===== config.mk =====
export PLATFORM = sky130hd
export DESIGN_NAME = ddr2_backend_fifos_param
export DESIGN_NICKNAME = d
export VERILOG_FILES = /design/src/rtl/ddr2_backend_fifos_param.sv
export SDC_FILE = /design/constraint.sdc
export NUM_CORES = 2
export LEC_CHECK = 0
export BUFFER_PORTS_ARGS = -buffer_cell sky130_fd_sc_hd__buf_2
export CAP_MARGIN = 40
export CELL_PAD_IN_SITES_DETAIL_PLACEMENT = 1
export CELL_PAD_IN_SITES_GLOBAL_PLACEMENT = 1
export CORE_AREA = 2 2 451 453
export DETAILED_ROUTE_END_ITERATION = 6
export DIE_AREA = 0 0 453 455
export GPL_TIMING_DRIVEN = 1
export PLACE_DENSITY = 0.83
export SLEW_MARGIN = 40
export SYNTH_ARGS = -nofsm -noshare
export SYNTH_HDL_FRONTEND = slang
export SYNTH_SLANG_ARGS = --single-unit

===== constraint.sdc =====
create_clock -name clk0 -period 19 [get_ports clk0]
set_clock_uncertainty 0.15 [all_clocks]
set_input_delay 4.75 -clock clk0 [delete_from_list [all_inputs] [get_ports clk0]]
set_output_delay 4.75 -clock clk0 [all_outputs]
set_load 0.01 [all_outputs]

===== src/rtl/ddr2_backend_fifos_param.sv =====
// DDR2 back-end address and write-data FIFOs (first-word-fall-through) with an
// optional write-data training pattern generator, enabled by BACKEND_TRAIN_PATTERN_EN.
module ddr2_backend_fifos_param #(
   parameter int DQ_WIDTH  = 64,
   parameter int DM_WIDTH  = 8,
   parameter int AF_DEPTH  = 16,
   parameter int WDF_DEPTH = 16,
   parameter int AF_MARGIN = 4,
   parameter int BURST_LEN = 4
) (
   input  logic                  clk0,
   input  logic                  rst,
   input  logic [35:0]           app_af_addr,
   input  logic                  app_af_wren,
   input  logic                  ctrl_af_rden,
   output logic [35:0]           af_addr,
   output logic                  af_empty,
   output logic                  af_almost_full,
   input  logic [2*DQ_WIDTH-1:0] app_wdf_data,
   input  logic [2*DM_WIDTH-1:0] app_mask_data,
   input  logic                  app_wdf_wren,
   input  logic                  ctrl_wdf_rden,
   output logic [2*DQ_WIDTH-1:0] wdf_data,
   output logic [2*DM_WIDTH-1:0] mask_data,
   output logic                  wdf_empty,
   output logic                  wdf_almost_full,
   output logic                  pattern_done,
   output logic                  err_overflow,
   output logic                  err_underflow
);

   localparam int AAW = $clog2(AF_DEPTH);
   localparam int WAW = $clog2(WDF_DEPTH);
   localparam int DW  = 2*DQ_WIDTH;
   localparam int MW  = 2*DM_WIDTH;

   localparam logic [AAW:0] AF_FULL  = (AAW+1)'(AF_DEPTH);
   localparam logic [AAW:0] AF_THR   = (AAW+1)'(AF_DEPTH - AF_MARGIN);
   localparam logic [WAW:0] WDF_FULL = (WAW+1)'(WDF_DEPTH);
   localparam logic [WAW:0] WDF_THR  = (WAW+1)'(WDF_DEPTH - AF_MARGIN);

   logic [35:0]      af_mem [AF_DEPTH];
   logic [AAW-1:0]   af_wp, af_rp;
   logic [AAW:0]     af_cnt, af_cnt_nxt;
   logic             af_full, af_push, af_pop;

   logic [DW+MW-1:0] wdf_mem [WDF_DEPTH];
   logic [WAW-1:0]   wdf_wp, wdf_rp;
   logic [WAW:0]     wdf_cnt, wdf_cnt_nxt;
   logic             wdf_full, wdf_push, wdf_pop;

   logic             wdf_req;
   logic [DW-1:0]    wdf_din;
   logic [MW-1:0]    wdf_min;
   logic             ovf_hit, unf_hit;

   // Address FIFO: a pop frees a slot, so a push to a full FIFO with a pop is kept
   assign af_empty = (af_cnt == '0);
   assign af_full  = (af_cnt == AF_FULL);
   assign af_pop   = ctrl_af_rden && !af_empty;
   assign af_push  = app_af_wren && (!af_full || af_pop);
   assign af_addr  = af_mem[af_rp];

   always_comb begin
      af_cnt_nxt = af_cnt;
      if (af_push && !af_pop)
         af_cnt_nxt = af_cnt + (AAW+1)'(1);
      else if (af_pop && !af_push)
         af_cnt_nxt = af_cnt - (AAW+1)'(1);
   end

   assign wdf_empty = (wdf_cnt == '0);
   assign wdf_full  = (wdf_cnt == WDF_FULL);
   assign wdf_pop   = ctrl_wdf_rden && !wdf_empty;
   assign wdf_push  = wdf_req && (!wdf_full || wdf_pop);
   assign {wdf_data, mask_data} = wdf_mem[wdf_rp];

   always_comb begin
      wdf_cnt_nxt = wdf_cnt;
      if (wdf_push && !wdf_pop)
         wdf_cnt_nxt = wdf_cnt + (WAW+1)'(1);
      else if (wdf_pop && !wdf_push)
         wdf_cnt_nxt = wdf_cnt - (WAW+1)'(1);
   end

   assign ovf_hit = (app_af_wren && af_full && !af_pop) ||
                    (wdf_req && wdf_full && !wdf_pop);
   assign unf_hit = (ctrl_af_rden && af_empty) ||
                    (ctrl_wdf_rden && wdf_empty);

`ifdef BACKEND_TRAIN_PATTERN_EN
   typedef enum logic [1:0] {
      P_IDLE,
      P_WRITE,
      P_DONE
   } pat_state_t;

   localparam logic [2:0] PAT_HALF = 3'(BURST_LEN / 2);
   localparam logic [2:0] PAT_LAST = 3'(BURST_LEN - 1);

   pat_state_t          p_state, p_state_nxt;
   logic [2:0]          p_idx, p_idx_nxt;
   logic                pat_push;
   logic [3:0]          nib_h, nib_l;
   logic [DQ_WIDTH-1:0] pat_h, pat_l;

   always_ff @(posedge clk0) begin
      if (rst) begin
         p_state <= P_IDLE;
         p_idx   <= '0;
      end else begin
         p_state <= p_state_nxt;
         p_idx   <= p_idx_nxt;
      end
   end

   always_comb begin
      p_state_nxt = p_state;
      p_idx_nxt   = p_idx;
      pat_push    = 1'b0;
      unique case (p_state)
         P_IDLE:  p_state_nxt = P_WRITE;
         P_WRITE: begin
            pat_push  = 1'b1;
            p_idx_nxt = p_idx + 3'd1;
            if (p_idx == PAT_LAST)
               p_state_nxt = P_DONE;
         end
         P_DONE:  p_state_nxt = P_DONE;
         default: p_state_nxt = P_IDLE;
      endcase
   end

   // First half of the burst is F/0, the rest alternates A/5 and 5/A
   always_comb begin
      nib_h = 4'hF;
      nib_l = 4'h0;
      if (p_idx >= PAT_HALF) begin
         nib_h = p_idx[0] ? 4'h5 : 4'hA;
         nib_l = p_idx[0] ? 4'hA : 4'h5;
      end
      for (int b = 0; b < DQ_WIDTH; b++) begin
         pat_h[b] = nib_h[2'(b)];
         pat_l[b] = nib_l[2'(b)];
      end
   end

   assign pattern_done = (p_state == P_DONE);
   assign wdf_req      = pattern_done ? app_wdf_wren  : pat_push;
   assign wdf_din      = pattern_done ? app_wdf_data  : {pat_h, pat_l};
   assign wdf_min      = pattern_done ? app_mask_data : '0;
`else
   // Burst length only shapes the generator, which is absent in this build
   logic unused_burst_len;
   assign unused_burst_len = (BURST_LEN != 0);

   assign pattern_done = 1'b1;
   assign wdf_req      = app_wdf_wren;
   assign wdf_din      = app_wdf_data;
   assign wdf_min      = app_mask_data;
`endif

   always_ff @(posedge clk0) begin
      if (rst) begin
         af_wp           <= '0;
         af_rp           <= '0;
         af_cnt          <= '0;
         af_almost_full  <= 1'b0;
         wdf_wp          <= '0;
         wdf_rp          <= '0;
         wdf_cnt         <= '0;
         wdf_almost_full <= 1'b0;
         err_overflow    <= 1'b0;
         err_underflow   <= 1'b0;
      end else begin
         if (af_push)
            af_wp <= af_wp + AAW'(1);
         if (af_pop)
            af_rp <= af_rp + AAW'(1);
         af_cnt         <= af_cnt_nxt;
         af_almost_full <= (af_cnt_nxt >= AF_THR);
         if (wdf_push)
            wdf_wp <= wdf_wp + WAW'(1);
         if (wdf_pop)
            wdf_rp <= wdf_rp + WAW'(1);
         wdf_cnt         <= wdf_cnt_nxt;
         wdf_almost_full <= (wdf_cnt_nxt >= WDF_THR);
         if (ovf_hit)
            err_overflow <= 1'b1;
         if (unf_hit)
            err_underflow <= 1'b1;
      end
   end

   always_ff @(posedge clk0) begin
      if (af_push)
         af_mem[af_wp] <= app_af_addr;
      if (wdf_push)
         wdf_mem[wdf_wp] <= {wdf_din, wdf_min};
   end

endmodule


==> reports/metrics.yaml <==
dp_hpwl_mm: 140
setup_viol: 0
synth.distinct_cells: 43
cp-start-kind: "register"
grt_pass1_vias: 55700
grt_pass1_wl_mm: 407
viasPerCell: 6.63
cts.reportedPaths.clkPinSlew_ns: 0.06
yosysTopAreaCell: "edfxtp_1"
ys_seq_area_frac: 0.791
power_density_nw_per_um2: 126
grtUsageTotal: 0.278
maxClockFrequency_mhz: 102
io_pins: 373
setup_tns_ns: 0
drc: 0
clockBufferDepth: 4
cts_resized: 0
netlist_top_cells_area: "edfxtp_1 (78%), mux4_2 (17%), dfxtp_1 (0.69%)"
initial_core_util: 0.548
core.rowCount: 165
worstSetupPathType: "reg2out"
cp.arrival_ns: 4.87
antenna_found_initial: 70
ir_worst_vdd_mv: 0.105
synthArstFlopShare: 0
drt-pass1-iter-count: 7
synth_seq_cells: 2918
slew_headroom: 0.428
die_h_um: 455
cap_violations: 0
worst_ep_required_time_ns: 14.10
crit_fanout: 52
syn_area_per_cell_um2: 25.2
postCtsSetupRepairBufs: 0
htree_levels: 5
wirelength_mm: 289
cts_buffers: 309
hp-class: "reg2reg"
drive_above_1_share: 0.349
yosys_most_used_dff: "edfxtp_1"
netlist_area_um2: 110000
post-route-period-util: 0.514
nets: 5148
portBuffers: 371
coreArea_um2: 201000
area_growth_pct: 13.8
clock_sinks: 2918
cp-end-kind: "output port"
synth_common_cells: "edfxtp_1 (2880), mux4_2 (856), clkbuf_1 (91), nor2_1 (58), a21oi_1 (51)"
maxSlewViolCount: 0
ant_nets: 0
fill_cells: 15900
synth_top_area_share: 0.784
via_count: 52100
ys_warn_count: 0
worst_hold_slack_ns: 0.343
wl_per_cell_um: 36.7
hold_viol_final: 0
cts_root_buf: "clkbuf_16"
hold_buffers: 0
place_congestion: 0.722
syn_inst: 4382
grt_max_degree: 95
status: "finished clean"
synth.most_common_cell: "edfxtp_1"
gr-total-overflow: 0
min_period_ns: 9.77
leakagePower_nw: 38.5
syn-num-nets: 4582
cts_tree: "built"
clk_latency_ns: 0.90
drt_iter0_markers: 6251
rsz0062_at_grt: "false"
synth_edf_count: 2880
die_w_um: 453
die_area_um2: 206000
tightest_slew_ns: 0.858
-- worst max-delay path: stages (launching register included) --
cell	delay, ns
dfxtp_4	0.62
buf_6	0.57
clkbuf_8	0.68
buf_6	0.63
mux4_2	0.60
mux4_2	0.55
buf_2	0.18
-- cells by family (layout without fill, tap and decap cells) --
logic type | count (synthesis) | count (layout) | share of synthesized area
AOI/OAI and AO/OA | 120 | 120 | 0.00695
xor gates and xnor gates | 18 | 18 | 0.00143
adders and majority gates | 14 | 14 | 0.00159
buffers and inverters | 246 | 1028 | 0.0118
DFF | 2918 | 2918 | 0.791
muxes | 906 | 906 | 0.179
other | 1 | 35 | 0.0000340
and+or+nand+nor | 159 | 159 | 0.00739
-- power breakdown --
part           switching (mW)  leakage (nW)  internal [mW]  total (mW)
clock network            2.49          4.61           3.31        5.80
registers              0.0643          26.3           7.16        7.23
logic                    1.38          7.52           1.37        2.75
-- routing by layer --
layer	global-route usage	part of all wire	vias to the layer above
li1	-	-	20200
met1	0.351	0.35	28000
met2	0.473	0.52	3210
met3	0.0609	0.084	683
met4	0.114	0.041	52
met5	0	0.0012	-
-- final cells by class --
cell class,count,area (µm²),share of cell area
Clock buffer,367,8130,0.0648
Antenna cell,34,85.1,0.000678
Timing Repair Buffer,486,3400,0.0271
Tap cell,2672,3340,0.0266
Inverter,15,56.3,0.000449
Clock inverter,160,1300,0.0103
Sequential cell,2918,87300,0.695
Multi-Input combinational cell,1218,21900,0.175
-- through the flow --
step / instance area, µm² / setup WS (ns) / utilization / cells / total power, mW
after floorplan: 110000 / 2.77 / - / 4382 / 9.36
after global placement: 115000 / 8.89 / 0.573 / 7287 / 9.97
after detailed placement: 116000 / 10.02 / 0.576 / 7309 / 10.1
after CTS: 125000 / 9.00 / 0.623 / 7836 / 15.9
after global routing: 125000 / 8.84 / 0.623 / 7861 / 16.2
final: 125000 / 9.23 / 0.623 / 7870 / 15.8
-- state kept, by name (all words and copies together), names as in the netlist, 4 cells and up, named ones only --
name	cells
wdf_cnt	5
af_cnt	5
af_rp	4
wdf_rp	4
af_wp	4
wdf_wp	4
af_mem	576
wdf_mem	2304
-- path summary, 6_finish.rpt --
check	from	slack, ns	end	cells after the start
worst min-delay path	err_underflow	0.34	err_underflow	2
worst max register to register	wdf_cnt[0]	14.82	wdf_mem[3][34]	8
worst min register to register	err_underflow	0.34	err_underflow	2
worst max-delay path	register	9.23	wdf_data[26]	6
-- layout by cell type, fill, tap and decap left out, types with 3 or more instances in the layout --
cell / count
clkinv_2: 53
nand2b_1: 6
clkinvlp_4: 13
buf_16: 16
nand2_1: 19
inv_1: 15
clkinv_1: 63
nand4_1: 7
diode_2: 34
a221oi_1: 3
clkbuf_16: 317
dfxtp_4: 6
nor2_1: 34
mux4_2: 856
buf_6: 31
mux2i_1: 50
buf_2: 371
dfxtp_1: 30
ha_1: 14
xor2_1: 10
bufinv_16: 20
buf_12: 19
nor2_4: 24
nor2b_1: 47
nor3_2: 8
xnor2_1: 8
buf_4: 48
inv_6: 8
edfxtp_1: 2880
a21oi_1: 51
a211oi_1: 44
clkinv_4: 3
a31oi_1: 4
o21ai_0: 5
clkbuf_1: 49
Note: power is estimated with default switching activity, not from simulation.
